==> config.mk <==
export PLATFORM = sky130hd
export DESIGN_NAME = riscv_alu_unit
export DESIGN_NICKNAME = d
export VERILOG_FILES = /design/src/rtl/riscv_alu_unit.sv
export SDC_FILE = /design/constraint.sdc
export NUM_CORES = 1
export LEC_CHECK = 0
export CELL_PAD_IN_SITES_DETAIL_PLACEMENT = 1
export CELL_PAD_IN_SITES_GLOBAL_PLACEMENT = 2
export CORE_MARGIN = 1.5
export CORE_UTILIZATION = 34
export DETAILED_ROUTE_END_ITERATION = 12
export PLACE_DENSITY = 0.94
export SYNTH_ARGS = -nofsm -noshare
export SYNTH_HDL_FRONTEND = slang
export SYNTH_SLANG_ARGS = --single-unit
export TNS_END_PERCENT = 1
==> constraint.sdc <==
create_clock -name clk_i -period 1.35 [get_ports clk_i]
set_input_delay 0.405 -clock clk_i [delete_from_list [all_inputs] [get_ports clk_i]]
set_output_delay 0.405 -clock clk_i [all_outputs]
set_load 0.01 [all_outputs]
==> src/rtl/riscv_alu_unit.sv <==
// RV32I execute-stage ALU: shifts, add/sub, logic ops and compares, with a registered result.
// Optional registered zero flag (alu_zero_o) when RISCV_ALU_FLAGS_EN is defined.
module riscv_alu_unit (
  input  logic        clk_i,
  input  logic        rst_i,
  input  logic [3:0]  alu_op_i,
  input  logic [31:0] alu_a_i,
  input  logic [31:0] alu_b_i,
  output logic [31:0] alu_p_o
`ifdef RISCV_ALU_FLAGS_EN
  ,
  output logic        alu_zero_o
`endif
);

  typedef enum logic [3:0] {
    ALU_NONE         = 4'b0000,
    ALU_SHIFTL       = 4'b0001,
    ALU_SHIFTR       = 4'b0010,
    ALU_SHIFTR_ARITH = 4'b0011,
    ALU_ADD          = 4'b0100,
    ALU_SUB          = 4'b0110,
    ALU_AND          = 4'b0111,
    ALU_OR           = 4'b1000,
    ALU_XOR          = 4'b1001,
    ALU_LESS_THAN    = 4'b1010,
    ALU_LESS_THAN_S  = 4'b1011
  } alu_op_e;

  alu_op_e     op;
  logic [4:0]  shamt;
  logic [32:0] diff;
  logic        borrow;
  logic        lt_signed;
  logic [31:0] alu_p_d;
  logic [31:0] alu_p_q;

  assign op     = alu_op_e'(alu_op_i);
  assign shamt  = alu_b_i[4:0];

  // SUB and both compares share this one 33-bit subtractor; bit 32 is the borrow.
  assign diff      = {1'b0, alu_a_i} - {1'b0, alu_b_i};
  assign borrow    = diff[32];
  assign lt_signed = (alu_a_i[31] != alu_b_i[31]) ? alu_a_i[31] : borrow;

  always_comb begin
    // NOTE: default assigned first so no path leaves alu_p_d unassigned (no latch).
    alu_p_d = alu_a_i;
    unique case (op)
      ALU_SHIFTL:       alu_p_d = alu_a_i << shamt;
      ALU_SHIFTR:       alu_p_d = alu_a_i >> shamt;
      ALU_SHIFTR_ARITH: alu_p_d = $unsigned($signed(alu_a_i) >>> shamt);
      ALU_ADD:          alu_p_d = alu_a_i + alu_b_i;
      ALU_SUB:          alu_p_d = diff[31:0];
      ALU_AND:          alu_p_d = alu_a_i & alu_b_i;
      ALU_OR:           alu_p_d = alu_a_i | alu_b_i;
      ALU_XOR:          alu_p_d = alu_a_i ^ alu_b_i;
      ALU_LESS_THAN:    alu_p_d = {31'd0, borrow};
      ALU_LESS_THAN_S:  alu_p_d = {31'd0, lt_signed};
      default:          alu_p_d = alu_a_i;
    endcase
  end

  always_ff @(posedge clk_i or posedge rst_i) begin
    // NOTE: sequential state uses non-blocking assignments only.
    if (rst_i) alu_p_q <= 32'h0;
    else       alu_p_q <= alu_p_d;
  end

  assign alu_p_o = alu_p_q;

`ifdef RISCV_ALU_FLAGS_EN
  logic alu_zero_q;

  // Flag is computed from the next result so it lands in the same cycle as alu_p_q.
  always_ff @(posedge clk_i or posedge rst_i) begin
    if (rst_i) alu_zero_q <= 1'b1;
    else       alu_zero_q <= (alu_p_d == 32'h0);
  end

  assign alu_zero_o = alu_zero_q;
`endif

endmodule

==> flow_summary.ini, run 1 <==
[run_status]
outcome = aborted with a tool error
failed_stage = global routing
stop_error = [ERROR GRT-0232] Routing congestion too high. Check the congestion heatmap in the GUI.

[yosys]
synth_seq_cells = 32
synth_async_sr_flop_share = 1.00
avgSynthCellArea_um2 = 7.18
yosysSeqAreaShare = 0.0773
ys.flop_type = dfrtp_1
ys.warnings.count = 0
synthesis.nets = 1624
synth_edf_count = 0
syn_area_um2 = 10400
ys_types = 94
synth_cells = 1444

[place]
hpwl_um = 52700
place_inst = 2352
io_buffers = 101
routabilityCongestion = 1.09

[timing]
grt-worst-endpoint = alu_p_o[26]$_DFF_PP0_/D
worst_path_end_type = sequential cell input

[floorplanning]
core.rowCount = 63
initial_utilization = 0.348
pin_count = 102
die_h_um = 178
die_w_um = 178

[clocking]
cts.sink_count = 32
clockBufferDepth = 2
htreeDepth = 2
cts_root_buf = clkbuf_16
cts_made_buffers = 5
postCtsHoldBufs = 0

[grt]
grt_usage = 0.731
grt-ovfl-total = 5
grt_max_degree = 62
antenna_found_initial = 14
[cell families after synthesis]
logic type | synth area share
buffers and inverters | 0.0912
AO/OA/AOI/OAI | 0.334
flip-flops | 0.0773
AND/OR/NAND/NOR | 0.210
adder cells (fa/ha/maj) | 0.134
XOR/XNOR | 0.0110
multiplexers | 0.142
[synthesized netlist by cell type (12+ instances only)]
master / number / share of area
a211oi_1: 24 / 0.017
a21o_1: 21 / 0.015
a21oi_1: 137 / 0.066
a221oi_1: 21 / 0.018
a31oi_1: 16 / 0.0097
buf_1: 12 / 0.0043
buf_2: 22 / 0.011
clkbuf_1: 67 / 0.024
dfrtp_1: 32 / 0.077
ha_1: 108 / 0.13
inv_1: 95 / 0.034
mux2_2: 16 / 0.017
mux2i_1: 44 / 0.043
mux4_2: 29 / 0.063
nand2_1: 117 / 0.042
nand2b_1: 16 / 0.0097
nand3_1: 25 / 0.012
nor2_1: 178 / 0.064
nor2b_1: 14 / 0.0085
nor3_1: 36 / 0.017
nor4_1: 20 / 0.012
o2111ai_1: 16 / 0.014
o211ai_1: 23 / 0.017
o21ai_0: 81 / 0.039
o21bai_1: 14 / 0.010
o22ai_1: 17 / 0.010
or3_1: 15 / 0.0091
xnor2_1: 12 / 0.010
[through the flow]
step	utilization	TNS, ns	worst slack, ns	instance area (um2)
floorplan	-	-43.93	-1.70	10400
global placement	0.516	-66.44	-2.51	15400
detailed placement	0.516	-71.07	-2.67	15400
CTS	0.556	-45.46	-1.68	16600
[repair_timing]
item                       4_1_cts
pin swaps                       54
resized for setup              377
setup endpoints to repair       64
buffers inserted                25
[routing by layer]
metal  GRT overflow  track usage
met1              0        0.728
met2              3        0.862
met3              0        0.628
met4              2        0.682
met5              0        0.465
==> run 2: changes to the inputs <==
==> config.mk (replaced) <==
export PLATFORM = sky130hd
export DESIGN_NAME = riscv_alu_unit
export DESIGN_NICKNAME = d
export VERILOG_FILES = /design/src/rtl/riscv_alu_unit.sv
export SDC_FILE = /design/constraint.sdc
export NUM_CORES = 1
export LEC_CHECK = 0
export CORE_MARGIN = 1.5
export CORE_UTILIZATION = 31
export DETAILED_ROUTE_END_ITERATION = 12
export PLACE_DENSITY_LB_ADDON = 0.15
export SYNTH_ARGS = -nofsm -noshare
export SYNTH_HDL_FRONTEND = slang
export SYNTH_SLANG_ARGS = --single-unit
export TNS_END_PERCENT = 1
==> flow_summary.ini, run 2 <==
[power]
finalPower_mw = 9.63
pwr-share-seq = 0.122
combPwrFrac = 0.735
p_leak_nw = 7.81
swShare = 0.467
p_int_mw = 5.13
irDropWorstVdd_v = 0.000520
powerDensity_nw_per_um2 = 567
clkPwrFrac = 0.143
p_switching_mw = 4.49

[clocking]
cts.reportedPaths.clkPinSlew_ns = 0.08
clockBufferDepth = 2
htreeDepth = 2
cts_made_buffers = 5
cts.sink_count = 32
cts_root_buf = clkbuf_16
cts_tree = yes
postCtsHoldBufs = 0

[yosys]
yosysSeqAreaShare = 0.0773
post_synth_main_area_contributors = ha_1 13%, dfrtp_1 7.7%, a21oi_1 6.6%
synth_async_sr_flop_share = 1.00
synth_seq_cells = 32
synthMostInstantiatedCell = nor2_1
yosysTopAreaCell = ha_1
avgSynthCellArea_um2 = 7.18
ys_types = 94
synth_top_area_frac = 0.130
synth_edf_count = 0
synth_cells = 1444
ys.flop_type = dfrtp_1
ys.warnings.count = 0
synthTopCellsByCount = 178 x nor2_1, 137 x a21oi_1, 117 x nand2_1, 108 x ha_1, 95 x inv_1
syn_area_um2 = 10400
synthesis.nets = 1624

[worst_hold_path]
hold_class = input pin to async pin

[final_layout]
nets = 2189
syn_to_final_growth_pct = 63.9
diodes = 0
drive_gt1_frac = 0.430
mostFrequentLayoutCells = 542 x buf_4, 173 x nor2_1, 117 x nand2_1
final_common_cell = buf_4
finalNonFillerCells = 2452
largest_register_ffs = 32

[floorplanning]
initial_utilization = 0.317
die_h_um = 186
core_um2 = 32700
die_area_um2 = 34500
die_w_um = 186
core.rowCount = 66
pin_count = 102

[timing]
slew_headroom = 0.544
fmax_mhz = 336
holdWs_ns = 0.432
finalHoldViolations = 0
finalSetupViolCount = 32
rsz0062_at_grt = true
slew_violations = 0
min_period_ns = 2.98
finalCritPeriodShare = 2.21
fin_ws_ns = -1.63
worst_pin_slew_ns = 0.683
finalSetupTns_ns = -43.74

[place]
routabilityCongestion = 0.998
post-place-ws_ns = -2.49
io_buffers = 101
hpwl_um = 49600
place_inst = 2429

[setup_path]
crit_chain = buf_12 > ha_4 > fa_2 > o21ba_4 > or4_4 > a21boi_4 > a21o_4 > a21o_1 > a211oi_2 > o31ai_2 > a21oi_2 > o32a_1
cp.depth = 12
crit_start = alu_b_i[0]
critical_path_required_ns = 1.55
worstSetupStartpointType = input pin
endpoint_kind = flip-flop
crit_fanout = 3
cp_top_family = compound AO/OA/AOI/OAI gates
critPathMaxStageDelay_ns = 0.56
cp_data_arrival_time_ns = 3.18
cpMaxStageDelayCell = or4_4
crit_type = input pin to flip-flop
timing.critical_path.buf_inv = 1
crit_path_end = alu_p_o[0]$_DFF_PP0_

[detailed_routing]
wl_per_cell_um = 25.0
drtIter0Drc = 1585
vias = 14200
final_antenna_net_count = 0
routed_wl_um = 61200
drc = 0
avgViaCountPerCell = 5.78
drt_pass1_iterations = 5

[grt]
grt-ovfl-total = 0
grt_usage = 0.352
first_global_vias = 13600
grt_max_degree = 92
grt_pass1_wl_um = 88300
antenna_found_initial = 0

[run_status]
outcome = complete, but fails checks
failed_checks = setup timing

[job]
maxCapViolCount = 0
==> run 2: kinds of logic after synthesis <==
logic type | Yosys count | synth area share
mux | 97 | 0.142
flops | 32 | 0.0773
compound gates | 503 | 0.334
xor+xnor | 13 | 0.0110
simple gates | 471 | 0.210
buf+inv | 218 | 0.0912
fa+ha+maj | 110 | 0.134
==> run 2: final cells by class <==
cell class / count / area [um2]
Clock buffer: 6 / 139
Fill cell: 3343 / 15700
Tap cell: 442 / 553
Inverter: 101 / 392
Timing Repair Buffer: 675 / 5460
Clock inverter: 2 / 10.0
Multi-Input combinational cell: 1194 / 9620
Sequential cell: 32 / 801
==> run 2: how the worst min path moves through the flow <==
stage | end | slack [ns] | cells after the start
after floorplan | alu_p_o[0]$_DFF_PP0_ | 0.52 | 1
after global placement | alu_p_o[27]$_DFF_PP0_ | 0.79 | 3
after detailed placement | alu_p_o[27]$_DFF_PP0_ | 0.79 | 3
after CTS | alu_p_o[18]$_DFF_PP0_ | 0.45 | 3
after global routing | alu_p_o[8]$_DFF_PP0_ | 0.47 | 4
final | alu_p_o[14]$_DFF_PP0_ | 0.43 | 3
==> run 2: stage by stage <==
step                       util  cell area, um2
after floorplan               -           10400
after global placement    0.480           15700
after detailed placement  0.480           15700
after CTS                 0.507           16600
after global routing      0.519           17000
final                     0.519           17000
==> run 2: power groups by stage <==
| stage | Clock [mW] | Combinational, mW | Sequential, mW |
|---|---|---|---|
| final | 1.38 | 7.08 | 1.17 |
| after global routing | 1.41 | 7.46 | 1.18 |
| after CTS | 1.39 | 6.71 | 1.17 |
| after detailed placement | 0 | 6.42 | 1.18 |
| after global placement | 0 | 6.44 | 1.19 |
| after floorplan | 0 | 2.85 | 1.24 |
==> run 2: routing by layer <==
metal / part of all wire / track usage / vias to the layer above
li1: - / - / 6498
met1: 0.46 / 0.511 / 6934
met2: 0.43 / 0.538 / 650
met3: 0.078 / 0.0442 / 101
met4: 0.030 / 0.104 / 0
met5: 0 / 0 / -
==> run 2: timing repair <==
action / 4_1_cts / 5_1_grt
pin swaps: 41 / 53
gates resized for setup: 301 / 112
cloned: 0 / 0
endpoints found under the setup margin: 64 / 39
buffers inserted: 10 / 6
(Power assumes the default switching activity.)
